**src/rtl/synth_audio_pkg.sv**
```systemverilog
// rtl/synth_audio_pkg.sv - shared defaults and helpers for the synth audio output path

package synth_audio_pkg;

    localparam int I2S_SLOT_DEFAULT     = 16;
    localparam int SAMPLE_WIDTH_DEFAULT = 12;

    // Frame bit counter for the default slot width (two slots per frame).
    typedef logic [$clog2(2*I2S_SLOT_DEFAULT)-1:0] frame_bit_t;

    function automatic int frame_bits(input int slot_width);
        return 2 * slot_width;
    endfunction

endpackage

```
**src/rtl/i2s_clkgen.sv**
```systemverilog
// rtl/i2s_clkgen.sv - BCLK/LRCLK generator with fall-event, slot-first and frame-start strobes

module i2s_clkgen
    import synth_audio_pkg::*;
#(
    parameter int SLOT_WIDTH = I2S_SLOT_DEFAULT,
    parameter int BCLK_DIV   = 8
) (
    input  logic main_clk,
    input  logic reset_n,
    output logic bclk,
    output logic lrclk,
    output logic fall,
    output logic slot_first,
    output logic frame_start
);

    localparam int FRAME_BITS = frame_bits(SLOT_WIDTH);
    localparam int BIT_W      = $clog2(FRAME_BITS);
    localparam int DIV_W      = (BCLK_DIV > 1) ? $clog2(BCLK_DIV) : 1;

    logic [DIV_W-1:0] div_cnt;
    logic [BIT_W-1:0] bit_cnt;
    logic [BIT_W-1:0] bit_nxt;
    logic             div_tc;
    logic             frame_end;

    assign div_tc    = (div_cnt == DIV_W'(BCLK_DIV - 1));
    assign fall      = div_tc && bclk;
    assign frame_end = (bit_cnt == BIT_W'(FRAME_BITS - 1));
    assign bit_nxt   = frame_end ? '0 : bit_cnt + 1'b1;

    assign frame_start = fall && frame_end;
    // Fall that drives the MSB of a slot: one bclk after the lrclk edge.
    assign slot_first  = fall && ((bit_cnt == '0) || (bit_cnt == BIT_W'(SLOT_WIDTH)));

    always_ff @(posedge main_clk or negedge reset_n) begin
        if (!reset_n) begin
            div_cnt <= '0;
            bclk    <= 1'b0;
            bit_cnt <= BIT_W'(FRAME_BITS - 1);
            lrclk   <= 1'b1;
        end else begin
            if (div_tc) begin
                div_cnt <= '0;
                bclk    <= ~bclk;
            end else begin
                div_cnt <= div_cnt + 1'b1;
            end
            if (fall) begin
                bit_cnt <= bit_nxt;
                lrclk   <= (bit_nxt >= BIT_W'(SLOT_WIDTH));
            end
        end
    end

endmodule

```
**src/rtl/i2s_sample_tx.sv**
```systemverilog
// rtl/i2s_sample_tx.sv - mono sample to Philips I2S master transmitter with one-entry buffer
// Optional I2S_TX_UNSIGNED_IN_EN: treat input as offset-binary and flip its MSB on capture.

module i2s_sample_tx
    import synth_audio_pkg::*;
#(
    parameter int SAMPLE_WIDTH = SAMPLE_WIDTH_DEFAULT,
    parameter int SLOT_WIDTH   = I2S_SLOT_DEFAULT,
    parameter int BCLK_DIV     = 8
) (
    input  logic                    main_clk,
    input  logic                    reset_n,
    input  logic [SAMPLE_WIDTH-1:0] sample_data,
    input  logic                    sample_valid,
    output logic                    sample_ready,
    output logic                    bclk,
    output logic                    lrclk,
    output logic                    sdata,
    output logic                    underrun
);

    logic                    fall;
    logic                    slot_first;
    logic                    frame_start;
    logic                    buffer_full;
    logic [SAMPLE_WIDTH-1:0] hold_data;
    logic [SAMPLE_WIDTH-1:0] last_sample;
    logic [SAMPLE_WIDTH-1:0] captured;
    logic [SLOT_WIDTH-1:0]   slot_word;
    logic [SLOT_WIDTH-1:0]   shift_reg;

    i2s_clkgen #(
        .SLOT_WIDTH (SLOT_WIDTH),
        .BCLK_DIV   (BCLK_DIV)
    ) u_clkgen (
        .main_clk    (main_clk),
        .reset_n     (reset_n),
        .bclk        (bclk),
        .lrclk       (lrclk),
        .fall        (fall),
        .slot_first  (slot_first),
        .frame_start (frame_start)
    );

`ifdef I2S_TX_UNSIGNED_IN_EN
    assign captured = sample_data ^ (SAMPLE_WIDTH'(1) << (SAMPLE_WIDTH - 1));
`else
    assign captured = sample_data;
`endif

    assign slot_word    = SLOT_WIDTH'(last_sample) << (SLOT_WIDTH - SAMPLE_WIDTH);
    assign sample_ready = ~buffer_full;

    always_ff @(posedge main_clk or negedge reset_n) begin
        if (!reset_n) begin
            buffer_full <= 1'b0;
            hold_data   <= '0;
            last_sample <= '0;
            shift_reg   <= '0;
            sdata       <= 1'b0;
            underrun    <= 1'b0;
        end else begin
            underrun <= frame_start && !buffer_full;

            // No bypass: a buffer drained at frame start reopens one cycle later.
            if (frame_start && buffer_full) begin
                last_sample <= hold_data;
                buffer_full <= 1'b0;
            end else if (sample_valid && !buffer_full) begin
                hold_data   <= captured;
                buffer_full <= 1'b1;
            end

            // last_sample is still the old word here, so the right-slot LSB at frame start is intact.
            if (slot_first) begin
                sdata     <= slot_word[SLOT_WIDTH-1];
                shift_reg <= slot_word << 1;
            end else if (fall) begin
                sdata     <= shift_reg[SLOT_WIDTH-1];
                shift_reg <= shift_reg << 1;
            end
        end
    end

endmodule

```
**config.mk**
```make
export PLATFORM = sky130hd
export DESIGN_NAME = i2s_sample_tx
export DESIGN_NICKNAME = d
export VERILOG_FILES = /design/src/rtl/synth_audio_pkg.sv /design/src/rtl/i2s_clkgen.sv /design/src/rtl/i2s_sample_tx.sv
export SDC_FILE = /design/constraint.sdc
export NUM_CORES = 1
export LEC_CHECK = 0
export CELL_PAD_IN_SITES_DETAIL_PLACEMENT = 0
export CELL_PAD_IN_SITES_GLOBAL_PLACEMENT = 1
export CORE_UTILIZATION = 25
export CTS_CLUSTER_SIZE = 10
export DETAILED_ROUTE_END_ITERATION = 10
export GPL_ROUTABILITY_DRIVEN = 1
export HOLD_SLACK_MARGIN = 0.02
export PLACE_DENSITY_LB_ADDON = 0.1
export SETUP_SLACK_MARGIN = 0.2
export SLEW_MARGIN = 20
export SYNTH_ARGS = -nofsm -noshare
export SYNTH_HDL_FRONTEND = slang
export SYNTH_SLANG_ARGS = --single-unit
```
**constraint.sdc**
```tcl
create_clock -name main_clk -period 1.9 [get_ports main_clk]
set_clock_uncertainty 0.1 [all_clocks]
set_input_delay 0.57 -clock main_clk [delete_from_list [all_inputs] [get_ports main_clk]]
set_output_delay 0.57 -clock main_clk [all_outputs]
set_load 0.05 [all_outputs]
```
# [Word level (Yosys, flattened, before mapping)]
# Cells that the tools add are included.
# Widths: inputs -> output; s select.
[classes] add_sub_neg=2 mul=0 div_mod_pow=0 order_cmp=1 eq_ne=3 shift=0 mux=8 n_bitwise=3 reduce_logical=12
[ops] op="$mux 16" count=2
[ops] op="$eq 5x5->1 const B" count=2
[ops] op="$logic_and 1x1->1" count=6
[ops] op="$add 5x1->5 const B" count=1
[ops] op="$ge 5x5->1 const B" count=1
[ops] op="$logic_not 5->1" count=1
[ops] op="$mux 5" count=1
[ops] op="$mux 1" count=4
[ops] op="$reduce_bool 2->1" count=2
[ops] op="$add 3x1->3 const B" count=1
[ops] op="$eq 3x3->1 const B" count=1
[ops] op="$mux 3" count=1
[ops] op="$not 1->1" count=3
[ops] op="$reduce_and 2->1" count=1
[ops] op="$logic_not 1->1" count=1
[ops] op="$logic_or 1x1->1" count=1
[totals] regBits=53 latchBits=0 ramBits=0 rom_bits=0 input_bits=15 output_inout_bits=5 wordCells=39 mem_count=0

# [Logic depth before layout (Yosys ltp)]
# Gate-level depths: netlist of the first run.
[logic_depth] word_depth=6 ltp_mapped=7 depth_no_buf=5

# [By module]
# From an unflattened synthesis of the first run, not the netlist that was laid out.
[hier_totals] cells_unflattened=145 area_unflattened_um2=1993.2
[by_module_without_submodules] module="i2s_sample_tx" n_inst=1 cells_each=108 area_per_inst_um2=1560.2 seq_area_each_um2=950.9
[by_module_without_submodules] module="i2s_clkgen" n_inst=1 cells_each=37 area_per_inst_um2=432.9 seq_area_each_um2=231.5

# [Worst setup path before layout of the first run]
# No wires, ideal clock.
[synth_path] kind="flip-flop to flip-flop" startpoint="register u_clkgen.bit_cnt[0]" endpoint="register last_sample[0]" setup_ps=125 t_arrival_ps=1680 required_ps=1675 path_slack_ps=-5 stages_incl_launch_ff=7 n_path_buf=1 synth_period_minus_slack_ps=1905 path_cell_list="dfstp_2 ha_1 and3_1 ha_1 nand3_4 buf_6 mux2_4"
[synth_via] elab_chain_len=3
[synth_rtl] element="start, declared" line="i2s_clkgen.sv:23" rtl="logic [BIT_W-1:0] bit_cnt;"
[synth_rtl] element="start signal, assigned" line="i2s_clkgen.sv:41" rtl="bit_cnt <= BIT_W'(FRAME_BITS - 1);"
[synth_rtl] element="start signal, assigned" line="i2s_clkgen.sv:51" rtl="bit_cnt <= bit_nxt;"
[synth_rtl] element="$eq 5x5->1" line="i2s_clkgen.sv:30" rtl="assign frame_end = (bit_cnt == BIT_W'(FRAME_BITS - 1));"
[synth_rtl] element="$logic_and 1x1->1" line="i2s_clkgen.sv:33" rtl="assign frame_start = fall && frame_end;"
[synth_rtl] element="$logic_and 1x1->1" line="i2s_sample_tx.sv:66" rtl="if (frame_start && buffer_full) begin"
[synth_rtl] element="end signal, assigned" line="i2s_sample_tx.sv:67" rtl="last_sample <= hold_data;"
[synth_rtl] element="end, declared" line="i2s_sample_tx.sv:27" rtl="logic [SAMPLE_WIDTH-1:0] last_sample;"
# Every way passes these cells.
# A chain may end at the register's enable or synchronous reset.

# [Worst setup path after layout of the first run]
[layout_path] startpoint="register u_clkgen.bit_cnt[1]" endpoint="register last_sample[5]"
# Same word-level chain as after synthesis.

==> results of run 1 <==
cells by family (layout without fill, tap and decap cells):
logic type	count (synthesis)	count (layout)	share of synthesized area (%)
xor gates and xnor gates	1	1	0.438
buffers and inverters	10	43	2.81
and+or+nand+nor	45	45	10.9
DFF	47	47	59.1
muxes	25	25	15.9
adders and majority gates	6	6	3.75
AOI/OAI and AO/OA	27	27	7.13
path summary, 6_finish.rpt:
kind | from | to | slack [ns] | depth (start not counted)
worst max-delay path | u_clkgen.bit_cnt[1] | last_sample[5] | 0.11 | 6
worst min-delay path | reset_n | underrun | 0.14 | 1
worst max register to register | u_clkgen.bit_cnt[1] | last_sample[5] | 0.11 | 6
worst min register to register | u_clkgen.div_cnt[0] | u_clkgen.div_cnt[0] | 0.36 | 1
max in group asynchronous | reset_n | buffer_full | 1.03 | 2
min in group main_clk | u_clkgen.div_cnt[0] | u_clkgen.div_cnt[0] | 0.36 | 1
layout by cell type (no fill, tap or decap), types with 2 or more instances in the layout:
| master | n |
|---|---|
| a21oi_2 | 4 |
| nand3_1 | 3 |
| dfstp_2 | 5 |
| clkbuf_8 | 7 |
| dfrtp_2 | 2 |
| buf_6 | 2 |
| ha_4 | 2 |
| clkdlybuf4s50_1 | 13 |
| dfrtp_1 | 40 |
| inv_1 | 3 |
| nor2_1 | 12 |
| mux2_2 | 15 |
| ha_2 | 2 |
| nor2b_1 | 2 |
| o21ai_0 | 3 |
| a21oi_1 | 18 |
| nand2_1 | 18 |
| buf_12 | 7 |
| buf_4 | 9 |
| mux2_4 | 10 |
| ha_1 | 2 |
metal layers:
layer  track usage [%]  vias up  wire (microns)
li1                  -      610               -
met5                 0        -               0
met1              13.5      636            1900
met4              3.57        0              57
met3              2.93        5             131
met2              17.9       20            1900
where the power goes:
group	total, W	switching, W	leakage, nW	internal [W]
logic	0.000182	0.0000631	0.547	0.000119
clock network	0.000666	0.000333	0.0515	0.000333
registers	0.00115	0.0000523	0.602	0.00110
repair_timing:
| action | 4_1_cts | 5_1_grt |
|---|---|---|
| setup buffers | 3 | 2 |
| endpoints found under the setup margin | 17 | 39 |
| pin swaps | 0 | 2 |
| hold buffers | 0 | 0 |
| resized for setup | 1 | 8 |
per-stage QoR:
| step | cells | worst slack [ns] |
|---|---|---|
| after floorplan | 161 | 0.131 |
| after global placement | 283 | -0.0723 |
| after detailed placement | 283 | -0.121 |
| after CTS | 294 | 0.100 |
| after global routing | 296 | 0.0556 |
| final | 296 | 0.110 |
layout make-up:
class	count	area [sq um]	area share, %
repair buffers	32	365	14.0
well taps	102	128	4.89
multi-input cells	104	823	31.5
inverters	3	11.3	0.431
clock buffers	8	100	3.83
flip-flops and latches	47	1180	45.4
==> flow_summary.html, run 1 <==
<table>
<tr><th>Metric</th><th>Value</th></tr>
<tr><th colspan="2">Status</th></tr>
<tr><td>Result of the run</td><td>finished clean</td></tr>
<tr><th colspan="2">Timing</th></tr>
<tr><td>Unrepaired setup endpoints after global routing</td><td>yes</td></tr>
<tr><td>Period utilisation layout</td><td>94.2%</td></tr>
<tr><td>Actual transition at the worst max-transition pin</td><td>0.510 ns</td></tr>
<tr><td>Final Setup Violations</td><td>0</td></tr>
<tr><td>Slew Viols, Final</td><td>0</td></tr>
<tr><td>Highest clock rate</td><td>559 MHz</td></tr>
<tr><td>Minimum hold slack</td><td>0.136 ns</td></tr>
<tr><td>Post-route setup TNS</td><td>0 ns</td></tr>
<tr><td>Final Critical Period</td><td>1.79 ns</td></tr>
<tr><td>Slew headroom</td><td>66.0%</td></tr>
<tr><td>Number of hold violations in the final report</td><td>0</td></tr>
<tr><th colspan="2">Placed design</th></tr>
<tr><td>Count of buffers from port buffering</td><td>19</td></tr>
<tr><td>Post-placement cell area</td><td>0.00244 sq mm</td></tr>
<tr><td>Sum of net half-perimeters after detailed placement</td><td>2620 microns</td></tr>
<tr><td>Placer Congestion</td><td>0.728</td></tr>
<tr><th colspan="2">Power and ir drop</th></tr>
<tr><td>PD cells</td><td>766 mW/mm^2</td></tr>
<tr><td>Worst IR drop on VDD</td><td>0.000378 V</td></tr>
<tr><td>Power consumption</td><td>0.00200 W</td></tr>
<tr><td>Leakage power of the design</td><td>1.20 nW</td></tr>
<tr><th colspan="2">Global routing</th></tr>
<tr><td>First-pass GRT wire length</td><td>6870 microns</td></tr>
<tr><td>Global route overflow</td><td>0</td></tr>
<tr><td>Number of antenna violations at the first check in global routing</td><td>0</td></tr>
<tr><td>Global-route usage over all layers</td><td>10.8%</td></tr>
<tr><td>Vias in the first global route</td><td>1344</td></tr>
<tr><td>Largest net degree at the start of global routing</td><td>30</td></tr>
<tr><th colspan="2">Layout</th></tr>
<tr><td>Util after Layout</td><td>33.8%</td></tr>
<tr><td>Signed area change from the synthesized netlist to the final layout</td><td>30.5%</td></tr>
<tr><td>Final design area excluding fillers</td><td>0.00261 sq mm</td></tr>
<tr><td>Count of filler cells inserted in the layout</td><td>770</td></tr>
<tr><td>Fraction of final layout cells sized beyond drive strength 1</td><td>36.6%</td></tr>
<tr><td>Count of inserted antenna diode cells</td><td>0</td></tr>
<tr><td>Net count of the finished layout</td><td>214</td></tr>
<tr><th colspan="2">Min path</th></tr>
<tr><td>Hold crit path type</td><td>in -&gt; async</td></tr>
<tr><th colspan="2">Yosys</th></tr>
<tr><td>Fraction of synthesis flops using an asynchronous set or reset pin</td><td>100%</td></tr>
<tr><td>Post-Synthesis Mean Instance Area</td><td>12.4 sq um</td></tr>
<tr><td>Most repeated cell in the gate-level netlist after synthesis</td><td>dfrtp_1</td></tr>
<tr><td>Post-Syn Instances</td><td>161</td></tr>
<tr><td>Summed instance area of the synthesized netlist</td><td>0.00200 sq mm</td></tr>
<tr><td>Area fraction of the dominant cell type after synthesis</td><td>52.5%</td></tr>
<tr><td>YS warnings</td><td>0</td></tr>
<tr><td>Cell types with the largest area share after synthesis</td><td>dfrtp_1 53%, mux2_2 8.4%, mux2_4 7.5%</td></tr>
<tr><td>Sequential-to-total area share from yosys stat</td><td>59.1%</td></tr>
<tr><td>Number of register bits inferred by synthesis</td><td>47</td></tr>
<tr><td>Post-synth EDFFs</td><td>0</td></tr>
<tr><td>Most used flip-flop cell after synthesis</td><td>dfrtp_1</td></tr>
<tr><td>Commonest cells in the synthesized netlist</td><td>42 x dfrtp_1, 22 x a21oi_1, 18 x nand2_1, 15 x mux2_2, 12 x nor2_1</td></tr>
<tr><td>Synth Net Count</td><td>182</td></tr>
<tr><td>Area leader, netlist</td><td>dfrtp_1</td></tr>
<tr><td>Netlist cell types</td><td>26</td></tr>
<tr><th colspan="2">Detailed routing</th></tr>
<tr><td>Drt pass-1 iters</td><td>4</td></tr>
<tr><td>Detailed-route vias per instance</td><td>4.29</td></tr>
<tr><td>Routed length per placed instance</td><td>13.5 microns</td></tr>
<tr><td>Routed vias</td><td>1271</td></tr>
<tr><td>Number of nets with antenna violations after detailed routing</td><td>0</td></tr>
<tr><td>Drt drc</td><td>0</td></tr>
<tr><td>Number of DRC violations after detailed-routing iteration 0</td><td>55</td></tr>
<tr><td>Post-Route WL</td><td>4000 microns</td></tr>
<tr><th colspan="2">Critical path</th></tr>
<tr><td>Category of cells accounting for the largest share of critical-path delay</td><td>flip-flops</td></tr>
<tr><td>Arrival time worst endpoint</td><td>1.88 ns</td></tr>
<tr><td>Launching element type of the critical path</td><td>flip-flop</td></tr>
<tr><td>Library cell contributing the largest single delay on the critical path</td><td>dfstp_2</td></tr>
<tr><td>Largest fanout on the critical path</td><td>12</td></tr>
<tr><td>Cells along the critical path</td><td>ha_4 -&gt; and3_4 -&gt; ha_4 -&gt; nand3_4 -&gt; buf_12 -&gt; mux2_4</td></tr>
<tr><td>Top cell by count, worst path</td><td>ha_4</td></tr>
<tr><td>Critical path buffers and inverters</td><td>1</td></tr>
<tr><td>Max incr delay on CP</td><td>0.57 ns</td></tr>
<tr><td>Critical path data required time</td><td>1.99 ns</td></tr>
<tr><td>Worst Path Class, Setup</td><td>reg -&gt; reg</td></tr>
<tr><td>Element type at the critical path end</td><td>flip-flop</td></tr>
<tr><th colspan="2">Clock tree</th></tr>
<tr><td>Maximum root-to-sink buffer count</td><td>2</td></tr>
<tr><td>Clk Latency, worst-skew pair</td><td>0.29 ns</td></tr>
<tr><td>Clk pin slew, worst setup/hold paths</td><td>0.09 ns</td></tr>
<tr><td>Number of buffers added by the clock tree synthesis step</td><td>5</td></tr>
<tr><td>CTS tree</td><td>yes</td></tr>
<tr><td># H-tree levels</td><td>2</td></tr>
<tr><td>Cell at the root of the clock tree</td><td>clkbuf_8</td></tr>
<tr><td>Num Clock Sinks</td><td>47</td></tr>
<tr><th colspan="2">Floorplanning</th></tr>
<tr><td>Initial core utilization</td><td>25.9%</td></tr>
<tr><td>Core Area</td><td>0.00773 sq mm</td></tr>
<tr><td>Number of rows in the core area</td><td>32</td></tr>
<tr><td>Die ar.</td><td>0.00837 sq mm</td></tr>
<tr><td>Die boundary width</td><td>91.5 microns</td></tr>
<tr><td>Floorplan die height</td><td>91.5 microns</td></tr>
<tr><td>Boundary Pins</td><td>20</td></tr>
<tr><th colspan="2">Run</th></tr>
<tr><td>Number of max-capacitance violations reported</td><td>0</td></tr>
</table>
No activity file was read; power rests on OpenSTA's default activity.
==> run 2, diff against run 1 <==
--- a/config.mk
+++ b/config.mk
@@ -5,8 +5,6 @@
 export SDC_FILE = /design/constraint.sdc
 export NUM_CORES = 1
 export LEC_CHECK = 0
-export CELL_PAD_IN_SITES_DETAIL_PLACEMENT = 0
-export CELL_PAD_IN_SITES_GLOBAL_PLACEMENT = 1
 export CORE_UTILIZATION = 25
 export CTS_CLUSTER_SIZE = 10
 export DETAILED_ROUTE_END_ITERATION = 10
==> run 2 against run 1 <==
Clock power grew 10%; largest power group unchanged; cell count grew 1.7%; combinational power grew 4%; count of clock-buffer cells in the layout shrank 3.
==> flow_summary.html, run 2 (same netlist as run 1, synthesis figures left out) <==
<table>
<tr><th>Metric</th><th>Value</th></tr>
<tr><th colspan="2">Status</th></tr>
<tr><td>Result of the run</td><td>finished clean</td></tr>
<tr><th colspan="2">Floorplanning</th></tr>
<tr><td>Die boundary width</td><td>91.5 microns</td></tr>
<tr><td>Boundary Pins</td><td>20</td></tr>
<tr><td>Initial core utilization</td><td>25.9%</td></tr>
<tr><td>Number of rows in the core area</td><td>32</td></tr>
<tr><td>Core Area</td><td>0.00773 sq mm</td></tr>
<tr><td>Die ar.</td><td>0.00837 sq mm</td></tr>
<tr><td>Floorplan die height</td><td>91.5 microns</td></tr>
<tr><th colspan="2">Timing</th></tr>
<tr><td>Number of hold violations in the final report</td><td>0</td></tr>
<tr><td>Actual transition at the worst max-transition pin</td><td>0.510 ns</td></tr>
<tr><td>Final Critical Period</td><td>1.78 ns</td></tr>
<tr><td>Slew headroom</td><td>66.0%</td></tr>
<tr><td>Slew Viols, Final</td><td>0</td></tr>
<tr><td>Period utilisation layout</td><td>93.7%</td></tr>
<tr><td>Highest clock rate</td><td>562 MHz</td></tr>
<tr><td>Final Setup Violations</td><td>0</td></tr>
<tr><td>Unrepaired setup endpoints after global routing</td><td>yes</td></tr>
<tr><td>Smallest setup slack after layout</td><td>0.119 ns</td></tr>
<tr><th colspan="2">Placed design</th></tr>
<tr><td>Count of buffers from port buffering</td><td>19</td></tr>
<tr><td>Sum of net half-perimeters after detailed placement</td><td>2770 microns</td></tr>
<tr><td>Worst setup slack after placement</td><td>-0.103 ns</td></tr>
<tr><td>Placer Congestion</td><td>0.688</td></tr>
<tr><th colspan="2">Detailed routing</th></tr>
<tr><td>Number of nets with antenna violations after detailed routing</td><td>0</td></tr>
<tr><td>Routed length per placed instance</td><td>14.0 microns</td></tr>
<tr><td>Post-Route WL</td><td>4200 microns</td></tr>
<tr><td>Detailed-route vias per instance</td><td>4.38</td></tr>
<tr><td>Drt pass-1 iters</td><td>4</td></tr>
<tr><td>Number of DRC violations after detailed-routing iteration 0</td><td>31</td></tr>
<tr><td>Routed vias</td><td>1318</td></tr>
<tr><td>Drt drc</td><td>0</td></tr>
<tr><th colspan="2">Global routing</th></tr>
<tr><td>Number of antenna violations at the first check in global routing</td><td>0</td></tr>
<tr><td>Largest net degree at the start of global routing</td><td>21</td></tr>
<tr><td>Vias in the first global route</td><td>1471</td></tr>
<tr><td>First-pass GRT wire length</td><td>7090 microns</td></tr>
<tr><td>Global route overflow</td><td>0</td></tr>
<tr><td>Global-route usage over all layers</td><td>10.9%</td></tr>
<tr><th colspan="2">Clock tree</th></tr>
<tr><td>Maximum root-to-sink buffer count</td><td>2</td></tr>
<tr><td># H-tree levels</td><td>2</td></tr>
<tr><td>CTS tree</td><td>yes</td></tr>
<tr><td>Clk pin slew, worst setup/hold paths</td><td>0.09 ns</td></tr>
<tr><td>Clk Latency, worst-skew pair</td><td>0.30 ns</td></tr>
<tr><td>Num Clock Sinks</td><td>47</td></tr>
<tr><td>Cell at the root of the clock tree</td><td>clkbuf_8</td></tr>
<tr><td>Number of buffers added by the clock tree synthesis step</td><td>5</td></tr>
<tr><th colspan="2">Layout</th></tr>
<tr><td>Net count of the finished layout</td><td>219</td></tr>
<tr><td>Count of inserted antenna diode cells</td><td>0</td></tr>
<tr><td>Signed area change from the synthesized netlist to the final layout</td><td>33.9%</td></tr>
<tr><td>Commonest non-fill, non-tap cell in the layout</td><td>dfrtp_1</td></tr>
<tr><td>Fraction of final layout cells sized beyond drive strength 1</td><td>38.2%</td></tr>
<tr><td>Most frequent cells in the layout</td><td>40 x dfrtp_1, 20 x a21oi_1, 18 x nand2_1</td></tr>
<tr><th colspan="2">Critical path</th></tr>
<tr><td>Element type at the critical path end</td><td>flip-flop</td></tr>
<tr><td>Worst Path Class, Setup</td><td>reg -&gt; reg</td></tr>
<tr><td>Top cell by count, worst path</td><td>ha_4</td></tr>
<tr><td>Launching element type of the critical path</td><td>flip-flop</td></tr>
<tr><td>Max incr delay on CP</td><td>0.57 ns</td></tr>
<tr><td>Largest fanout on the critical path</td><td>12</td></tr>
<tr><td>Library cell contributing the largest single delay on the critical path</td><td>dfstp_2</td></tr>
<tr><td>Critical path data required time</td><td>1.98 ns</td></tr>
<tr><td>Arrival time worst endpoint</td><td>1.87 ns</td></tr>
<tr><td>Cells along the critical path</td><td>ha_4 -&gt; and3_4 -&gt; ha_4 -&gt; nand3_4 -&gt; buf_12 -&gt; mux2_4</td></tr>
<tr><th colspan="2">Min path</th></tr>
<tr><td>Hold crit path type</td><td>in -&gt; async</td></tr>
<tr><th colspan="2">Run</th></tr>
<tr><td>Number of max-capacitance violations reported</td><td>0</td></tr>
<tr><th colspan="2">Power and ir drop</th></tr>
<tr><td>Power consumption</td><td>0.00208 W</td></tr>
<tr><td>Leakage power of the design</td><td>1.25 nW</td></tr>
<tr><td>PD cells</td><td>774 mW/mm^2</td></tr>
<tr><td>Worst IR drop on VDD</td><td>0.000283 V</td></tr>
</table>
==> run 2: path summary, 6_finish.rpt <==
| kind | from | end | slack [ns] | cells after the start |
|---|---|---|---|---|
| worst max-delay path | u_clkgen.bit_cnt[1] | last_sample[7] | 0.12 | 6 |
| worst min-delay path | reset_n | hold_data[6] | 0.13 | 1 |
| worst max register to register | u_clkgen.bit_cnt[1] | last_sample[7] | 0.12 | 6 |
| worst min register to register | shift_reg[5] | shift_reg[5] | 0.39 | 2 |
| max in group asynchronous | reset_n | u_clkgen.bclk | 1.00 | 2 |
| min in group main_clk | shift_reg[5] | shift_reg[5] | 0.39 | 2 |
==> run 2: repair_timing <==
action / 4_1_cts / 5_1_grt
hold buffers: 0 / 0
pin swaps: 0 / 0
setup endpoints to repair: 15 / 37
resized for setup: 1 / 16
cloned: 0 / 2
buffers inserted: 5 / 3
==> run 2: through the flow <==
step	hold slack, ns	setup TNS (ns)	instances	cell area, sq um	utilization [%]
final	0.129	0	301	2680	34.7
after global routing	0.160	0	301	2680	34.7
after CTS	0.145	0	296	2610	33.7
after detailed placement	0.336	-1.05	283	2440	31.6
after global placement	0.326	-0.660	283	2440	31.6
after floorplan	0.174	0	161	2040	-
==> run 2: area by class of cell <==
class	instances	area (sq um)
inverters	3	11.3
clock inverters	3	43.8
repair buffers	37	420
fillers	765	5050
multi-input cells	104	823
well taps	102	128
clock buffers	5	68.8
flip-flops and latches	47	1180
==> run 2: layer usage <==
layer | GRT usage [%] | routed length, microns
met1 | 13.7 | 1930
met2 | 17.7 | 2090
met3 | 3.02 | 137
met4 | 4.23 | 46
met5 | 0 | 0
==> run 2: report_power, final <==
part           switching, W  internal (W)
combinational     0.0000670      0.000123
clock              0.000342      0.000392
sequential        0.0000507       0.00110
total              0.000459       0.00162
==> run 2: worst max-delay path: cells and delay by family, from the launching register on <==
kind	cells	cell delay, ns
flip-flops	1	0.57
AND/OR/NAND/NOR	2	0.26
multiplexers	1	0.29
buffers and inverters	1	0.16
adder cells (fa/ha/maj)	2	0.28
